[config.mk]
export PLATFORM = sky130hd
export DESIGN_NAME = eight_bit
export DESIGN_NICKNAME = d
export VERILOG_FILES = /design/src/rtl/eight_bit_pkg.sv /design/src/rtl/eight_bit_usr_cell.sv /design/src/rtl/eight_bit.sv
export SDC_FILE = /design/constraint.sdc
export NUM_CORES = 1
export LEC_CHECK = 0
export ABC_CLOCK_PERIOD_IN_PS = 1000
export CORE_AREA = 2 2 39 41
export CTS_BUF_LIST = sky130_fd_sc_hd__clkbuf_8
export CTS_CLUSTER_SIZE = 8
export DETAILED_ROUTE_END_ITERATION = 16
export DIE_AREA = 0 0 41 43
export GPL_ROUTABILITY_DRIVEN = 0
export PLACE_DENSITY = 0.72
export SETUP_SLACK_MARGIN = 0.4
export SYNTH_ARGS = -nofsm -noshare
export SYNTH_HDL_FRONTEND = slang
export SYNTH_SLANG_ARGS = --single-unit
[constraint.sdc]
create_clock -name clk -period 1 [get_ports clk]
set_input_delay 0.2 -clock clk [delete_from_list [all_inputs] [get_ports clk]]
set_output_delay 0.2 -clock clk [all_outputs]
set_load 0.02 [all_outputs]
[src/rtl/eight_bit_pkg.sv]
// Shared constants for the eight_bit universal shift register: mode encoding
// and default width.
package eight_bit_pkg;

   localparam int WIDTH_DEFAULT = 8;

   localparam logic [1:0] SEL_HOLD = 2'b00;
   localparam logic [1:0] SEL_SHR  = 2'b01;
   localparam logic [1:0] SEL_SHL  = 2'b10;
   localparam logic [1:0] SEL_LOAD = 2'b11;

endpackage : eight_bit_pkg

[src/rtl/eight_bit_usr_cell.sv]
// One bit slice of the universal shift register: 4:1 mode mux feeding a
// flop with synchronous active-high reset.
module usr_cell
   import eight_bit_pkg::*;
(
   input  logic       clk,
   input  logic       rst,
   input  logic [1:0] sel,
   input  logic       from_upper,   // bit i+1, or rghtin at the top end
   input  logic       from_lower,   // bit i-1, or lftin at the bottom end
   input  logic       load_bit,
   output logic       q
);

   logic bit_d;
   logic bit_q;

   always_comb begin
      bit_d = bit_q;
      case (sel)
         SEL_HOLD: bit_d = bit_q;
         SEL_SHR:  bit_d = from_upper;
         SEL_SHL:  bit_d = from_lower;
         SEL_LOAD: bit_d = load_bit;
         default:  bit_d = bit_q;
      endcase
   end

   always_ff @(posedge clk) begin
      if (rst) begin
         bit_q <= 1'b0;
      end else begin
         bit_q <= bit_d;
      end
   end

   assign q = bit_q;

endmodule : usr_cell

[src/rtl/eight_bit.sv]
// Universal shift register (hold / shift right / shift left / parallel load)
// built from WIDTH single-bit usr_cell slices; out is the registered contents.
module eight_bit
   import eight_bit_pkg::*;
#(
   parameter int WIDTH = WIDTH_DEFAULT
) (
   input  logic             clk,
   input  logic             rst,
   input  logic [WIDTH-1:0] pload,
   input  logic             lftin,
   input  logic             rghtin,
   input  logic [1:0]       select,
   output logic [WIDTH-1:0] out
);

   logic [WIDTH-1:0] upper_nb;
   logic [WIDTH-1:0] lower_nb;

   // End cells take the serial inputs in place of the missing neighbour.
   for (genvar i = 0; i < WIDTH; i++) begin : g_nb
      if (i == WIDTH - 1) begin : g_top
         assign upper_nb[i] = rghtin;
      end else begin : g_mid_u
         assign upper_nb[i] = out[i+1];
      end
      if (i == 0) begin : g_bot
         assign lower_nb[i] = lftin;
      end else begin : g_mid_l
         assign lower_nb[i] = out[i-1];
      end
   end

   for (genvar i = 0; i < WIDTH; i++) begin : g_cell
      usr_cell u_cell (
         .clk        (clk),
         .rst        (rst),
         .sel        (select),
         .from_upper (upper_nb[i]),
         .from_lower (lower_nb[i]),
         .load_bit   (pload[i]),
         .q          (out[i])
      );
   end

endmodule : eight_bit

# Word-level counts from Yosys, hierarchy flattened
# Cells that the tools add are included.
dict set report totals {
  elab_cells 20
  output_inout_bits 8
  memories 0
  romBits 0
  latchBits 0
  ff_bits 8
  ramBits 0
  input_bits 14
}
dict set report op_classes {
  multipliers 0
  n_bitwise 0
  n_addsub 0
  shifts 0
  div 0
  n_lt_le_gt_ge 0
  n_mux 8
  n_eq_ne 3
  n_reduce_logical 1
}
# op count
set op_table {}
lappend op_table {{1-bit one-hot mux with 3 select lines} 8}
lappend op_table {{2-bit == test, second input constant} 2}
lappend op_table {{2-bit by 1-bit == test with 1-bit output, second input constant} 1}
lappend op_table {{2-bit zero test} 1}

# Depth between registers and ports, before layout
# Gate-level depths: netlist of run 1.
dict set report depth {
  word_depth 2
  mapped_depth 4
}

# Cells and area by module
# A second synthesis of run 1 with hierarchy kept.
dict set report hier_totals {
  cells_unflattened 24
  area_unflattened_um2 450.4
}
# module instances area_per_inst_um2 seq_area_each_um2 cells_each
set by_module_without_submodules {}
lappend by_module_without_submodules {usr_cell 8 56.3 20.0 3}

# Worst setup path before layout of run 1
# OpenSTA, ideal clock, no wires.
dict set report synth_timing {
  path_type {in2reg}
  start {input select[0]}
  end {register g_cell[0].u_cell.bit_q}
  setup_slack_ps 166
  arrival_time_ps 704
  t_required_ps 870
  cell_stages 4
  path_cell_list {buf_6 -> buf_12 -> mux2i_1 -> o22ai_1}
}
dict set report synth_between {
  elab_chain_len 2
}
# item line_no
set synth_rtl {}
lappend synth_rtl {{start, declared} eight_bit.sv:13} ;# input logic [1:0] select,
lappend synth_rtl {{2-bit == test / 2-bit by 1-bit == test with 1-bit output (equally long branches)} eight_bit_usr_cell.sv:20} ;# case (sel)
lappend synth_rtl {{1-bit one-hot mux with 3 select lines} eight_bit_usr_cell.sv:20}
lappend synth_rtl {{end signal, assigned} eight_bit_usr_cell.sv:33} ;# bit_q <= bit_d;
lappend synth_rtl {{end, declared} eight_bit_usr_cell.sv:16} ;# logic bit_q;
# Several ways; a longest one is shown, not always the timed one.
# A chain may end at the register's enable or synchronous reset.

# Worst setup path after layout of run 1
dict set report layout_timing {
  start {register g_cell[2].u_cell.bit_q}
  end {output out[2]}
}
# item line_no
set layout_rtl {}
lappend layout_rtl {{start, declared} eight_bit_usr_cell.sv:16}
lappend layout_rtl {{start signal, assigned} eight_bit_usr_cell.sv:33}
lappend layout_rtl {{end, declared} eight_bit.sv:14} ;# output logic [WIDTH-1:0] out
# No word-level cell between the ends.

==> metrics, run 1 <==
pwr/cell area=1220 mW/mm2; layout cell share with drive strength beyond 1=between 50% and 60%; Area contributors post-synth=dfxtp_1 33%, mux2i_1 33%, buf_4 12%, o22ai_1 10%, buf_12 4.2%; Crit Path Category=register to output pin; clock slew at reported path FFs=0.04 ns; FMAX=1150 MHz; Buf/Inv on CP=1; drt initial violations=0; Avg Inst Size Synth=approximately 10 um2; Net Count, Synth=60; Max-slew headroom=88.5%; P&R area growth vs syn=72.2%; Hold WC Path Type=input pin to register; chip width=41 um; Nets=86; core area=0.00138 mm2; Max VDD drop=0.000971 V; largest net degree at the start of global routing=9; Skew-Pair Late Insertion Delay=0.23 ns; initial antenna violation count=0; CTS root buf=clkbuf_8; synthesized cell area=482 um2; DRT Wirelength=between 1000 and 1500 um; post-synthesis sequential area ratio=about a third; type of destination of the critical path=output pin; worst r2r path cells=3; gate count of the mapped netlist=46; vias in the first global route=363; share of the synthesized area in the top cell type=about a third; DR vias=411; RSZ-0062 raised after global routing=true; # hold bufs at CTS=0; Slew @ Worst Pin=0.168 ns; most numerous cell in the Yosys netlist=mux2i_1; area leader, netlist=dfxtp_1; Avg WL per Cell=approximately 12 um; EDFF count, synth=0; Vias per Instance=4.78; GRT Util Overall=between 10% and 20%; register bit total from synthesis=8; max reg flops=8; slowest CP cell=dfxtp_2; Synth Flop Type=dfxtp_1; Arr. time, crit path=0.67 ns; CP Launch Type=register; post-route DRC violation count=0; final antenna-violating net count=0; maximum clock path buffer count=2; global-route wire length before repair=1490 um; post-layout minimum cycle time=0.869 ns; Die Y-Extent=43 um; status=complete, no violations; fin crit share=86.9%; WP depth=1; TritonCTS clock tree=done; die area=0.00176 mm2; cts bufs inserted=3; Min-Delay Path Depth=4; Initial Util=approximately a third; final number of hold-violating endpoints=0; maxcap violations=0; worst stage delay on the critical path=roughly 0.33 ns; # rows=14; asr flop ratio synth=0%; # IOs=22; Slew Viols, Final=0; H-tree depth=1; CP delay by family, top=flip-flops; Synthesis Warnings=0; Final setup viols=0; Post-CTS Setup Bufs=0; 1st-pass router iterations=1; final core occ=59.9%; # diodes=0; hpwl dp=729 um; commonest cells in the netlist=16 x mux2i_1, 8 x buf_4, 8 x dfxtp_1, 8 x o22ai_1; setup TNS=0 ns; LEAKAGE=0.375 nW; post-synthesis cell type count=10; PnR Total Power=1.01 mW; Port Buffers=21; clk sinks=8; Fin Clk Skew=roughly 0.0042 ns; crit-path cells=buf_6; Crit Path Max Fanout=2; total global routing overflow=0; Critical Path RT=around 0.80 ns
## layer usage
layer | wire (um) | track usage (%) | vias up
met1 | 430 | 13.9 | 187
met3 | 50 | 3.14 | 2
met5 | 0 | 0 | -
li1 | - | - | 208
met2 | 548 | 20.6 | 14
met4 | 14 | 12.0 | 0
## cell families after synthesis
logic type / after synthesis / share of synthesized area (%)
multiplexers: 16 / 33.2
AND/OR/NAND/NOR: 2 / 2.60
flip-flops: 8 / 33.2
AO/OA/AOI/OAI: 8 / 10.4
buffers and inverters: 12 / 20.5
## cell usage in the layout, fill, tap and decap left out, drive strengths merged
cell type and instances:
clkdlybuf4s50 10, dlygate4sd2 2, buf 21, nand2b 1, or2 1, o22ai 8
clkbuf 3, dfxtp 8, mux2i 16
## final timing paths
path / from / endpoint / slack (ns)
setup / recovery: g_cell[2].u_cell.q / out[2] / 0.13
hold reg to reg: g_cell[3].u_cell.q / g_cell[4].u_cell.q / 0.63
hold / removal: select[0] / g_cell[4].u_cell.q / 0.48
setup reg to reg: g_cell[1].u_cell.q / g_cell[0].u_cell.q / 0.18
## cell type report
| type | instances | area (um2) |
|---|---|---|
| fillers | 135 | 554 |
| repair buffers | 33 | 339 |
| multi-input cells | 26 | 259 |
| flip-flops and latches | 8 | 170 |
| clock buffers | 3 | 41.3 |
| well taps | 16 | 20.0 |
## report_power, final
part / internal [mW] / switching, mW / total [mW]
sequential: 0.344 / 0.0127 / 0.356
clock: 0.260 / 0.121 / 0.381
combinational: 0.171 / 0.106 / 0.278
## through the flow
step	setup WS (ns)	area, um2	hold slack (ns)	std cells
final	0.131	830	0.478	86
after global routing	0.108	830	0.502	86
after CTS	0.128	822	0.481	86
after detailed placement	-0.334	716	0.602	82
after global placement	-0.301	716	0.598	82
after floorplan	0.195	528	0.370	46
## repair_timing
action / 4_1_cts / 5_1_grt
endpoints found under the setup margin: 16 / 16
resized for setup: 63 / 2
pin swaps: 8 / 9
gates cloned: 1 / 0
(Power assumes the default switching activity.)
==> run 2: changes to the inputs <==
--- a/config.mk
+++ b/config.mk
@@ -17,3 +17,4 @@
 export SYNTH_ARGS = -nofsm -noshare
 export SYNTH_HDL_FRONTEND = slang
 export SYNTH_SLANG_ARGS = --single-unit
+export TNS_END_PERCENT = 20
==> metrics, run 2 (synthesized netlist as in run 1, its figures left out) <==
# IOs=22; H-tree depth=1; final antenna-violating net count=0; status=complete, no violations; TritonCTS clock tree=done; setup TNS=0 ns; DR vias=406; initial antenna violation count=0; PnR worst setup slack=0.129 ns; core area=0.00138 mm2; Skew-Pair Late Insertion Delay=~0.23 ns; P&R area growth vs syn=73.8%; max reg flops=8; total global routing overflow=0; post-route DRC violation count=0; CP Launch Type=register; # rows=14; Slew Viols, Final=0; Post-CTS Setup Bufs=0; Cells after DPL=between 80 and 90; global-route wire length before repair=1690 um; reg-to-reg setup timing slack=0.16 ns; Critical Path RT=roughly 0.8 ns; GRT Util Overall=15.1%; Arr. time, crit path=~0.67 ns; layout cell share with drive strength beyond 1=55.1%; Port Buffers=21; Max-slew headroom=88.6%; die area=between 0.0015 and 0.002 mm2; slowest CP cell=dfxtp_2; Vias per Instance=4.78; Die Y-Extent=43 um; commonest non-fill, non-tap cell in the layout=mux2i_1; # hold bufs at CTS=0; pwr/cell area=1230 mW/mm2; maximum clock path buffer count=2; crit-path cells=buf_6; commonest non-fill, non-tap cells in the layout=14 x mux2i_1, 10 x clkdlybuf4s50_1, 9 x buf_6; RSZ-0062 raised after global routing=true; vias in the first global route=399; Hold WC Path Type=input pin to register; LEAKAGE=0.373 nW; CTS root buf=clkbuf_8; post-layout minimum cycle time=roughly 0.87 ns; Final setup viols=0; PnR Total Power=1.03 mW; final number of hold-violating endpoints=0; chip width=41 um; DRT Wirelength=around 1100 um; clk sinks=8; Buf/Inv on CP=1; Nets=85; CP delay by family, top=flip-flops; pre-CTS setup slack=-0.314 ns; fin crit share=between 80% and 90%; maxcap violations=0; 1st-pass router iterations=2; Final Instance Count excl. Fillers=85; Initial Util=34.8%; Avg WL per Cell=between 10 and 15 um; Slew @ Worst Pin=0.166 ns; Max VDD drop=0.000810 V; type of destination of the critical path=output pin; drt initial violations=1; Crit Path Max Fanout=2; clock slew at reported path FFs=0.04 ns; Crit Path Category=register to output pin; largest net degree at the start of global routing=9; worst stage delay on the critical path=0.32 ns; FMAX=between 1000 and 1500 MHz; final core occ=60.5%; Fin Clk Skew=0.00735 ns; cts bufs inserted=3; # diodes=0
run 2: metal layers:
metal / vias to the layer above / global-route usage, % / part of all wire [%]
met2: 14 / 23.1 / 53
met4: 0 / 12.0 / 0
met3: 0 / 3.14 / 4.9
li1: 207 / - / -
met5: - / 0 / 0
met1: 185 / 16.9 / 41
run 2: final timing paths:
kind / start / end / cells after the start
min: rst / g_cell[6].u_cell.q / 3
max: g_cell[5].u_cell.q / out[5] / 1
max reg2reg: g_cell[5].u_cell.q / g_cell[4].u_cell.q / 3
min reg2reg: g_cell[2].u_cell.q / g_cell[3].u_cell.q / 3
run 2: cell type report:
cell class | instances | area, um2
fill | 123 | 547
tap | 16 | 20.0
sequential | 8 | 170
clock buffer | 3 | 41.3
multi-input combinational | 26 | 268
timing repair buffer | 32 | 338
run 2: timing repair:
item                       in CTS  in global routing
resized for setup              67                  4
setup endpoints to repair      16                 16
gates cloned                    1                  0
pin swaps                       7                  1
run 2: metrics by stage:
stage | instance area (um2) | hold WS [ns]
after CTS | 826 | 0.490
after global routing | 837 | 0.516
final | 837 | 0.500
after floorplan | 490 | 0.370
after detailed placement | 701 | 0.628
after global placement | 701 | 0.605
run 2: report_power, final:
part	leakage (nW)	switching (mW)	internal (mW)
clock network	0.0216	0.128	0.261
registers	0.0688	0.0129	0.344
logic	0.283	0.110	0.172
